**config.mk**
```make
export PLATFORM = sky130hd
export DESIGN_NAME = mem_port_arbiter_flat
export DESIGN_NICKNAME = d
export VERILOG_FILES = /design/src/rtl/mem_port_arbiter_if.sv /design/src/rtl/mem_port_arbiter.sv /design/src/flat_wrapper.sv
export SDC_FILE = /design/constraint.sdc
export NUM_CORES = 1
export LEC_CHECK = 0
export ABC_AREA = 1
export BUFFER_PORTS_ARGS = -buffer_cell sky130_fd_sc_hd__buf_2
export CAP_MARGIN = 10
export CORE_ASPECT_RATIO = 0.5
export CORE_MARGIN = 4
export CORE_UTILIZATION = 38
export DETAILED_ROUTE_END_ITERATION = 8
export GPL_TIMING_DRIVEN = 0
export PLACE_DENSITY_LB_ADDON = 0.2
export SETUP_SLACK_MARGIN = 0.15
export SYNTH_ARGS = -nofsm -noshare
export SYNTH_HDL_FRONTEND = slang
export SYNTH_SLANG_ARGS = --single-unit
```
**constraint.sdc**
```tcl
create_clock -name clk -period 1.4 [get_ports clk]
set_input_delay 0 -clock clk [delete_from_list [all_inputs] [get_ports clk]]
set_output_delay 0 -clock clk [all_outputs]
set_load 0.01 [all_outputs]
```
**src/rtl/mem_port_arbiter_if.sv**
```systemverilog
// Requester (IF, DM) and shared-memory signals of mem_port_arbiter.
// slave: arbiter side; master: core/memory side.
interface mem_port_arbiter_if #(
  parameter int ADDR_W = 32,
  parameter int DATA_W = 32
);
  logic              if_req;
  logic [ADDR_W-1:0] if_addr;
  logic [DATA_W-1:0] if_rdata;
  logic              if_ready;
  logic              dm_req;
  logic              dm_we;
  logic [ADDR_W-1:0] dm_addr;
  logic [DATA_W-1:0] dm_wdata;
  logic [DATA_W-1:0] dm_rdata;
  logic              dm_ready;
  logic              stall_if;
  logic              stall_dm;
  logic              mem_req;
  logic              mem_we;
  logic [ADDR_W-1:0] mem_addr;
  logic [DATA_W-1:0] mem_wdata;
  logic [DATA_W-1:0] mem_rdata;
  logic              mem_ack;
  logic              mem_timeout;

  modport slave (
    input  if_req, if_addr,
    input  dm_req, dm_we, dm_addr, dm_wdata,
    input  mem_rdata, mem_ack,
    output if_rdata, if_ready,
    output dm_rdata, dm_ready,
    output stall_if, stall_dm,
    output mem_req, mem_we, mem_addr,
    output mem_wdata, mem_timeout
  );

  modport master (
    output if_req, if_addr,
    output dm_req, dm_we, dm_addr, dm_wdata,
    output mem_rdata, mem_ack,
    input  if_rdata, if_ready,
    input  dm_rdata, dm_ready,
    input  stall_if, stall_dm,
    input  mem_req, mem_we, mem_addr,
    input  mem_wdata, mem_timeout
  );
endinterface

```
**src/rtl/mem_port_arbiter.sv**
```systemverilog
// Shares one single-ported memory between IF and DM.
// Ports: clk, reset (async, low), bus (slave modport).
module mem_port_arbiter #(
  parameter int ADDR_W     = 32,
  parameter int DATA_W     = 32,
  parameter int STARVE_MAX = 4,
  parameter int TIMEOUT    = 64
) (
  input  logic              clk,
  input  logic              reset,
  mem_port_arbiter_if.slave bus
);
  localparam int SW = $clog2(STARVE_MAX + 1);
  localparam int WW = $clog2(TIMEOUT + 1);
  localparam logic [SW-1:0] SFULL = SW'(STARVE_MAX);
  localparam logic [WW-1:0] WLAST = WW'(TIMEOUT - 1);

  typedef enum logic [1:0] {
    IDLE,
    BUSY_IF,
    BUSY_DM
  } state_t;

  state_t            state, stateNx;
  logic              memReq, memReqNx;
  logic              memWe, memWeNx;
  logic              memTo, memToNx;
  logic [ADDR_W-1:0] memAddr, memAddrNx;
  logic [DATA_W-1:0] memWdata, memWdataNx;
  logic [SW-1:0]     starveCnt, starveNx;
  logic [WW-1:0]     waitCnt, waitNx;

  logic idle;
  logic starved;
  logic grantDm;
  logic grantIf;
  logic timedOut;
  logic ifReady;
  logic dmReady;

  assign idle    = (state == IDLE);
  assign starved = bus.if_req & (starveCnt == SFULL);
  assign grantDm = idle & bus.dm_req & ~starved;
  assign grantIf = idle & bus.if_req & ~grantDm;

  // An ack arriving in the last allowed cycle still wins.
  assign timedOut = ~idle & ~bus.mem_ack
                  & (waitCnt == WLAST);

  always_comb begin
    stateNx    = state;
    memReqNx   = memReq;
    memWeNx    = memWe;
    memAddrNx  = memAddr;
    memWdataNx = memWdata;
    memToNx    = memTo;
    starveNx   = starveCnt;
    waitNx     = waitCnt;
    unique case (state)
      IDLE: begin
        starveNx = '0;
        if (grantDm) begin
          stateNx    = BUSY_DM;
          memReqNx   = 1'b1;
          memWeNx    = bus.dm_we;
          memAddrNx  = bus.dm_addr;
          memWdataNx = bus.dm_wdata;
          waitNx     = '0;
          // A full count would have granted IF,
          // so this cannot pass STARVE_MAX.
          if (bus.if_req) begin
            starveNx = starveCnt + 1'b1;
          end
        end else if (grantIf) begin
          stateNx    = BUSY_IF;
          memReqNx   = 1'b1;
          memWeNx    = 1'b0;
          memAddrNx  = bus.if_addr;
          memWdataNx = '0;
          waitNx     = '0;
        end
      end
      BUSY_IF, BUSY_DM: begin
        if (bus.mem_ack) begin
          stateNx  = IDLE;
          memReqNx = 1'b0;
        end else if (timedOut) begin
          stateNx  = IDLE;
          memReqNx = 1'b0;
          memToNx  = 1'b1;
        end else begin
          waitNx = waitCnt + 1'b1;
        end
      end
      default: stateNx = IDLE;
    endcase
  end

  always_ff @(posedge clk or negedge reset) begin
    if (!reset) begin
      state     <= IDLE;
      memReq    <= 1'b0;
      memWe     <= 1'b0;
      memAddr   <= '0;
      memWdata  <= '0;
      memTo     <= 1'b0;
      starveCnt <= '0;
      waitCnt   <= '0;
    end else begin
      state     <= stateNx;
      memReq    <= memReqNx;
      memWe     <= memWeNx;
      memAddr   <= memAddrNx;
      memWdata  <= memWdataNx;
      memTo     <= memToNx;
      starveCnt <= starveNx;
      waitCnt   <= waitNx;
    end
  end

  // A requester that dropped req mid-access gets
  // no ready pulse for it.
  assign ifReady = (state == BUSY_IF)
                 & bus.mem_ack & bus.if_req;
  assign dmReady = (state == BUSY_DM)
                 & bus.mem_ack & bus.dm_req;

  assign bus.if_ready = ifReady;
  assign bus.dm_ready = dmReady;
  assign bus.if_rdata = ifReady ? bus.mem_rdata : '0;
  assign bus.dm_rdata = (dmReady & ~memWe)
                      ? bus.mem_rdata : '0;

  assign bus.stall_if = bus.if_req & ~ifReady;
  assign bus.stall_dm = bus.dm_req & ~dmReady;

  assign bus.mem_req     = memReq;
  assign bus.mem_we      = memWe;
  assign bus.mem_addr    = memAddr;
  assign bus.mem_wdata   = memWdata;
  assign bus.mem_timeout = memTo;
endmodule

```
**src/flat_wrapper.sv**
```systemverilog
// flat-port wrapper written by rule: the top's interface ports become plain ports
module mem_port_arbiter_flat 
#(
  parameter int ADDR_W     = 32,
  parameter int DATA_W     = 32,
  parameter int STARVE_MAX = 4,
  parameter int TIMEOUT    = 64
)
  (clk, reset, bus_if_req, bus_if_addr, bus_dm_req, bus_dm_we, bus_dm_addr, bus_dm_wdata, bus_mem_rdata, bus_mem_ack, bus_if_rdata, bus_if_ready, bus_dm_rdata, bus_dm_ready, bus_stall_if, bus_stall_dm, bus_mem_req, bus_mem_we, bus_mem_addr, bus_mem_wdata, bus_mem_timeout);
  mem_port_arbiter_if #(.ADDR_W(ADDR_W), .DATA_W(DATA_W)) bus_i ();
  input  logic clk;
  input  logic reset;
  input wire logic [$bits(bus_i.if_req)-1:0] bus_if_req;
  input wire logic [$bits(bus_i.if_addr)-1:0] bus_if_addr;
  input wire logic [$bits(bus_i.dm_req)-1:0] bus_dm_req;
  input wire logic [$bits(bus_i.dm_we)-1:0] bus_dm_we;
  input wire logic [$bits(bus_i.dm_addr)-1:0] bus_dm_addr;
  input wire logic [$bits(bus_i.dm_wdata)-1:0] bus_dm_wdata;
  input wire logic [$bits(bus_i.mem_rdata)-1:0] bus_mem_rdata;
  input wire logic [$bits(bus_i.mem_ack)-1:0] bus_mem_ack;
  output wire logic [$bits(bus_i.if_rdata)-1:0] bus_if_rdata;
  output wire logic [$bits(bus_i.if_ready)-1:0] bus_if_ready;
  output wire logic [$bits(bus_i.dm_rdata)-1:0] bus_dm_rdata;
  output wire logic [$bits(bus_i.dm_ready)-1:0] bus_dm_ready;
  output wire logic [$bits(bus_i.stall_if)-1:0] bus_stall_if;
  output wire logic [$bits(bus_i.stall_dm)-1:0] bus_stall_dm;
  output wire logic [$bits(bus_i.mem_req)-1:0] bus_mem_req;
  output wire logic [$bits(bus_i.mem_we)-1:0] bus_mem_we;
  output wire logic [$bits(bus_i.mem_addr)-1:0] bus_mem_addr;
  output wire logic [$bits(bus_i.mem_wdata)-1:0] bus_mem_wdata;
  output wire logic [$bits(bus_i.mem_timeout)-1:0] bus_mem_timeout;
  assign bus_i.if_req = bus_if_req;
  assign bus_i.if_addr = bus_if_addr;
  assign bus_i.dm_req = bus_dm_req;
  assign bus_i.dm_we = bus_dm_we;
  assign bus_i.dm_addr = bus_dm_addr;
  assign bus_i.dm_wdata = bus_dm_wdata;
  assign bus_i.mem_rdata = bus_mem_rdata;
  assign bus_i.mem_ack = bus_mem_ack;
  assign bus_if_rdata = bus_i.if_rdata;
  assign bus_if_ready = bus_i.if_ready;
  assign bus_dm_rdata = bus_i.dm_rdata;
  assign bus_dm_ready = bus_i.dm_ready;
  assign bus_stall_if = bus_i.stall_if;
  assign bus_stall_dm = bus_i.stall_dm;
  assign bus_mem_req = bus_i.mem_req;
  assign bus_mem_we = bus_i.mem_we;
  assign bus_mem_addr = bus_i.mem_addr;
  assign bus_mem_wdata = bus_i.mem_wdata;
  assign bus_mem_timeout = bus_i.mem_timeout;
  mem_port_arbiter #(.ADDR_W(ADDR_W), .DATA_W(DATA_W), .STARVE_MAX(STARVE_MAX), .TIMEOUT(TIMEOUT)) u_core (.clk(clk), .reset(reset), .bus(bus_i));
endmodule
```
# After elaboration in Yosys (flattened, before gate mapping)
# Cells that the tools add are included.
# word_totals
ff_bits	79
in_bits	134
output_inout_bits	135
elab_cells	73
# classes
addsub	2
eq_ne	8
mux	25
bitwise	21
reduce_logical	9
# op_table
cell	count
$mux 32	6
$mux 7	4
$and 1x1->1	14
$pmux 7 s2	1
$mux 2	4
$add 7x1->7 const B	1
$eq 7x6->1 const B	1
$not 1->1	7
$mux 1	6
$mux 3	2
$reduce_and 3->1	2
$ne 2x2->1 const B	2
$pmux 2 s2	1
$reduce_and 2->1	2
$reduce_and 4->1	1
$reduce_bool 2->1	2
$add 3x1->3 const B	1
$eq 3x3->1 const B	1
$ne 3x2->1 const B	1
$ne 3x3->1 const B	1
$eq 2x1->1 const B	1
$eq 2x2->1 const B	1
$logic_not 2->1	1
$pmux 1 s2	1
$reduce_or 2->1	1

# Depth between registers and ports, before layout
# depth
depth_word	9
depth_mapped	10
mapped_depth_nobuf	9

# Least setup slack after synthesis
# OpenSTA, ideal clock, no wires.
# synth_timing
kind	reg2reg
startpoint	register u_core.state[0]
endpoint	register u_core.waitCnt[2]
setup_time_ps	76
arrival_ps	1407
required_time_ps	1324
setup_slack_ps	-83
stages_incl_launch_ff	11
n_path_buf	1
period_less_slack_ps	1483
path_cell_list	dfrtp_1 -> inv_1 -> ha_1 -> inv_2 -> nand2_1 -> nand2_1 -> clkinv_1 -> nand3_2 -> buf_6 -> nand2_1 -> o21ai_1
# synth_between
elab_chain_cells	7
elab_cells_between_ends	19
cone_classes	eq/ne: 5; mux: 2; bitwise: 8; reduce/logical: 4
# synth_rtl
item	line	source
start, declared	mem_port_arbiter.sv:24	state_t state, stateNx;
start signal, assigned	mem_port_arbiter.sv:110	state <= stateNx;
$logic_not 2->1	mem_port_arbiter.sv:41, mem_port_arbiter.sv:59	
$and 1x1->1 (2 in series)	mem_port_arbiter.sv:43	assign grantDm = idle & bus.dm_req & ~starved;
$not 1->1	mem_port_arbiter.sv:44	assign grantIf = idle & bus.if_req & ~grantDm;
$and 1x1->1	mem_port_arbiter.sv:44	
$ne 3x3->1 (no line)	n/a	
$reduce_and 4->1 (no line)	n/a	
end signal, assigned	mem_port_arbiter.sv:117	waitCnt <= waitNx;
end, declared	mem_port_arbiter.sv:31	logic [WW-1:0] waitCnt, waitNx;
# Parallel ways exist; a longest one is shown, timed or not.
# A chain may end at the register's enable or synchronous reset.

# Worst setup path in the final report
# layout_timing
startpoint	register u_core.state[1]
endpoint	output port bus_if_rdata[26]
# layout_between
elab_chain_cells	4
# layout_rtl
item	line	source
$eq 2x1->1	mem_port_arbiter.sv:123	assign ifReady = (state == BUSY_IF)
$and 1x1->1 (2 in series)	mem_port_arbiter.sv:124	& bus.mem_ack & bus.if_req;
$mux 32	mem_port_arbiter.sv:130	assign bus.if_rdata = ifReady ? bus.mem_rdata : '0;
end, declared	flat_wrapper.sv:21	output wire logic [$bits(bus_i.if_rdata)-1:0] bus_if_rdata;
# Every way passes these cells.

==> out/results.ini <==
[yosys]
ys_warn_count=0
synth_top_area_share_pct=48.9
async_reset_ff_share_pct=100
synth_edf_count=0
synth_area_leader_cell=dfrtp_1
avgSynthCellArea_um2=7.48
yosysMostFrequentCell=nand2_1
ys_top_cells_by_count=nand2_1, nor2_1, dfrtp_1
syn_area_um2=4040
syn-num-nets=680
ys_seq_elements=79
ys_seq_area_share_pct=48.9
ys_types=23
syn-instance-count=540
synthTopCellsByArea=dfrtp_1, nand2_1, nor2_1
synth_flop_cell=dfrtp_1

[min_path]
min_to=u_core.starveCnt[2]$_DFFE_PN0N_
min_from=bus_if_req
hold_depth=3
hold_class=in -> reg

[floorplanning]
die_w_um=154
core_area_um2=10300
dieArea_um2=12400
start_util_pct=39.3
fp.dieH_um=80.9
ioPinCount=269
row_count=26

[cts]
htreeDepth=3
clock_latency_ns=0.35
clock_sink_count=79
clk_pin_slew_ns=0.07
cts_tree=built
clock-root-buffer=clkbuf_16
numCtsBuffers=9
ctsLongestPathBuffers=2

[global_routing]
grt_usage_pct=28.7
grt_pass1_wl_mm=28.5
grt.overflow.total=0
grt_start_max_net_pins=51
antenna_found_initial=0
grt_pass1_vias=5492

[timing]
setup_ws_ns=-0.346
slew_violations=0
slew_headroom_pct=72.7
fin_hold_ws_ns=0.0568
setup_viol=145
finalClockSkew_ns=0.0120
hold_viol_final=0
rsz0062_at_grt=yes
period_needed_ns=1.75
fmax_mhz=573
finalCritPeriodShare_pct=125
worst_pin_slew_ns=0.409

[power]
power_density_nw_per_um2=1970
report.power.total_mw=17.9
ir_worst_vdd_mv=1.06
total_leakage_power_nw=4.62

[worst_setup_path]
worst_path_max_delay_cell=dfrtp_2
ff2ff_path_depth=10
crit_path_end_kind=output port
timing.rr.end=u_core.bus.mem_wdata[5]$_DFFE_PN0P_
reg2reg_from=u_core.state[0]$_DFFE_PN0P_
cp.required_ns=1.40
crit_path_start_kind=flop
slowest_delay_ns=0.44
r2r_slack_ns=-0.28
worstPathCellList=inv_2 -> ha_4 -> nand3_4 -> buf_8 -> nor2_1 -> buf_2
cp.arrival_ns=1.75
worst-setup-path-type=reg -> out
critPathLaunch=u_core.state[1]$_DFFE_PN0P_
crit_path_max_fanout=10

[final_layout]
area_growth_pct=124
design_area_um2=9050
drive_gt1_share_pct=56.0
nNetsFinal=1104
diodes=0

[flow_run]
cap_violations=0

[placed_design]
hpwl_mm=10.7
gp_congestion=0.961
io_buffers=268
place_area_um2=5760

[detailed_routing]
vias=6133
drt-initial-drc-count=586
first_pass_iters=5
ant_nets=0
drc=0
postRouteWirelength_mm=24.4
routed_via_density=5.53
wl_per_cell_um=22.0

[run_status]
violations=negative setup slack
status=finished, violations left

==> cell usage in the layout, fill, tap and decap left out, types with 3 or more instances in the layout <==
cell	netlist	routed
buf_12	0	11
a31oi_2	0	3
dlygate4sd3_1	0	99
clkinv_2	0	3
buf_6	9	39
buf_16	0	4
nand3_2	2	17
ha_4	0	3
nand2_4	0	19
inv_4	0	3
nand3_1	41	24
nor2_2	0	41
buf_4	1	20
dfrtp_1	79	78
nor2_4	0	29
buf_8	0	12
nor2_1	107	37
o21ai_1	5	5
nand2_1	173	126
clkbuf_16	0	17
a21oi_1	4	4
a31oi_4	0	25
o21ai_2	2	3
inv_1	45	41
nand2_2	1	27
buf_2	16	248
a31oi_1	32	4
ha_1	6	3
==> worst max-delay path, delay by kind of cell, from the launching register on <==
kind,cells,cell delay [ns]
buffers and inverters,3,0.47
DFF,1,0.44
adders and majority gates,1,0.15
and+or+nand+nor,2,0.33
==> where the power goes <==
| group | switching (mW) | internal, mW |
|---|---|---|
| registers | 0.919 | 3.33 |
| clock network | 1.07 | 1.44 |
| logic | 5.89 | 5.23 |
==> per-stage QoR <==
stage | instances | util (%) | setup TNS [ns] | setup WS [ns]
floorplan | 540 | - | 0 | 0.0361
global placement | 948 | 55.8 | -29.53 | -0.310
detailed placement | 949 | 56.0 | -7.44 | -0.133
CTS | 1090 | 78.1 | -22.85 | -0.241
global route | 1109 | 88.0 | -40.23 | -0.381
finish | 1109 | 88.0 | -33.39 | -0.346
==> registers in the layout, summed over array words and instances (netlist names) <==
register / flops
u_core.bus.mem_addr: 32
u_core.bus.mem_wdata: 32
u_core.waitCnt: 7
u_core.starveCnt: 3
u_core.state: 2
u_core.bus.mem_req: 1
u_core.bus.mem_timeout: 1
u_core.bus.mem_we: 1
==> metal layers <==
metal | GRT usage [%] | wire length (um)
met1 | 34.9 | 8850
met2 | 52.8 | 11700
met5 | 0 | 0
met3 | 6.71 | 2430
met4 | 6.61 | 1360
==> area by class of cell <==
type / instances / area, um^2
plain buffers: 31 / 474
repair buffers: 412 / 3120
clock buffers: 10 / 239
clock inverters: 6 / 67.6
flip-flops and latches: 79 / 1980
multi-input cells: 380 / 2760
inverters: 50 / 218
well taps: 140 / 175
repair inverters: 1 / 8.76
fillers: 398 / 1230
==> timing repair <==
action | 4_1_cts | 5_1_grt
resized for setup | 139 | 164
setup buffers | 16 | 9
pin swaps | 6 | 20
hold buffers | 98 | 1
cloned | 11 | 9
endpoints found under the hold margin | 136 | 1
endpoints found under the setup margin | 146 | 147
==> how the worst max path moves through the flow <==
stage / to / slack [ns] / cells past startpoint
3_3_place_gp: u_core.bus.mem_addr[16]$_DFFE_PN0P_ / -0.31 / 1
3_5_place_dp: u_core.bus.mem_addr[3]$_DFFE_PN0P_ / -0.13 / 8
2_1_floorplan: u_core.waitCnt[2]$_DFFE_PN0P_ / 0.04 / 10
4_1_cts: bus_dm_rdata[16] / -0.24 / 8
6_report: bus_if_rdata[26] / -0.35 / 6
5_1_grt: bus_dm_rdata[27] / -0.38 / 8
==> cell families (layout without fill, tap and decap cells) <==
family,after synthesis,in the layout,share of synthesized area (%)
flip-flops,79,79,48.9
adder cells (fa/ha/maj),6,6,1.86
AO/OA/AOI/OAI,48,48,7.31
AND/OR/NAND/NOR,325,325,31.9
XOR/XNOR,1,1,0.217
buffers and inverters,81,510,9.79
Note: power is estimated with default switching activity, not from simulation.
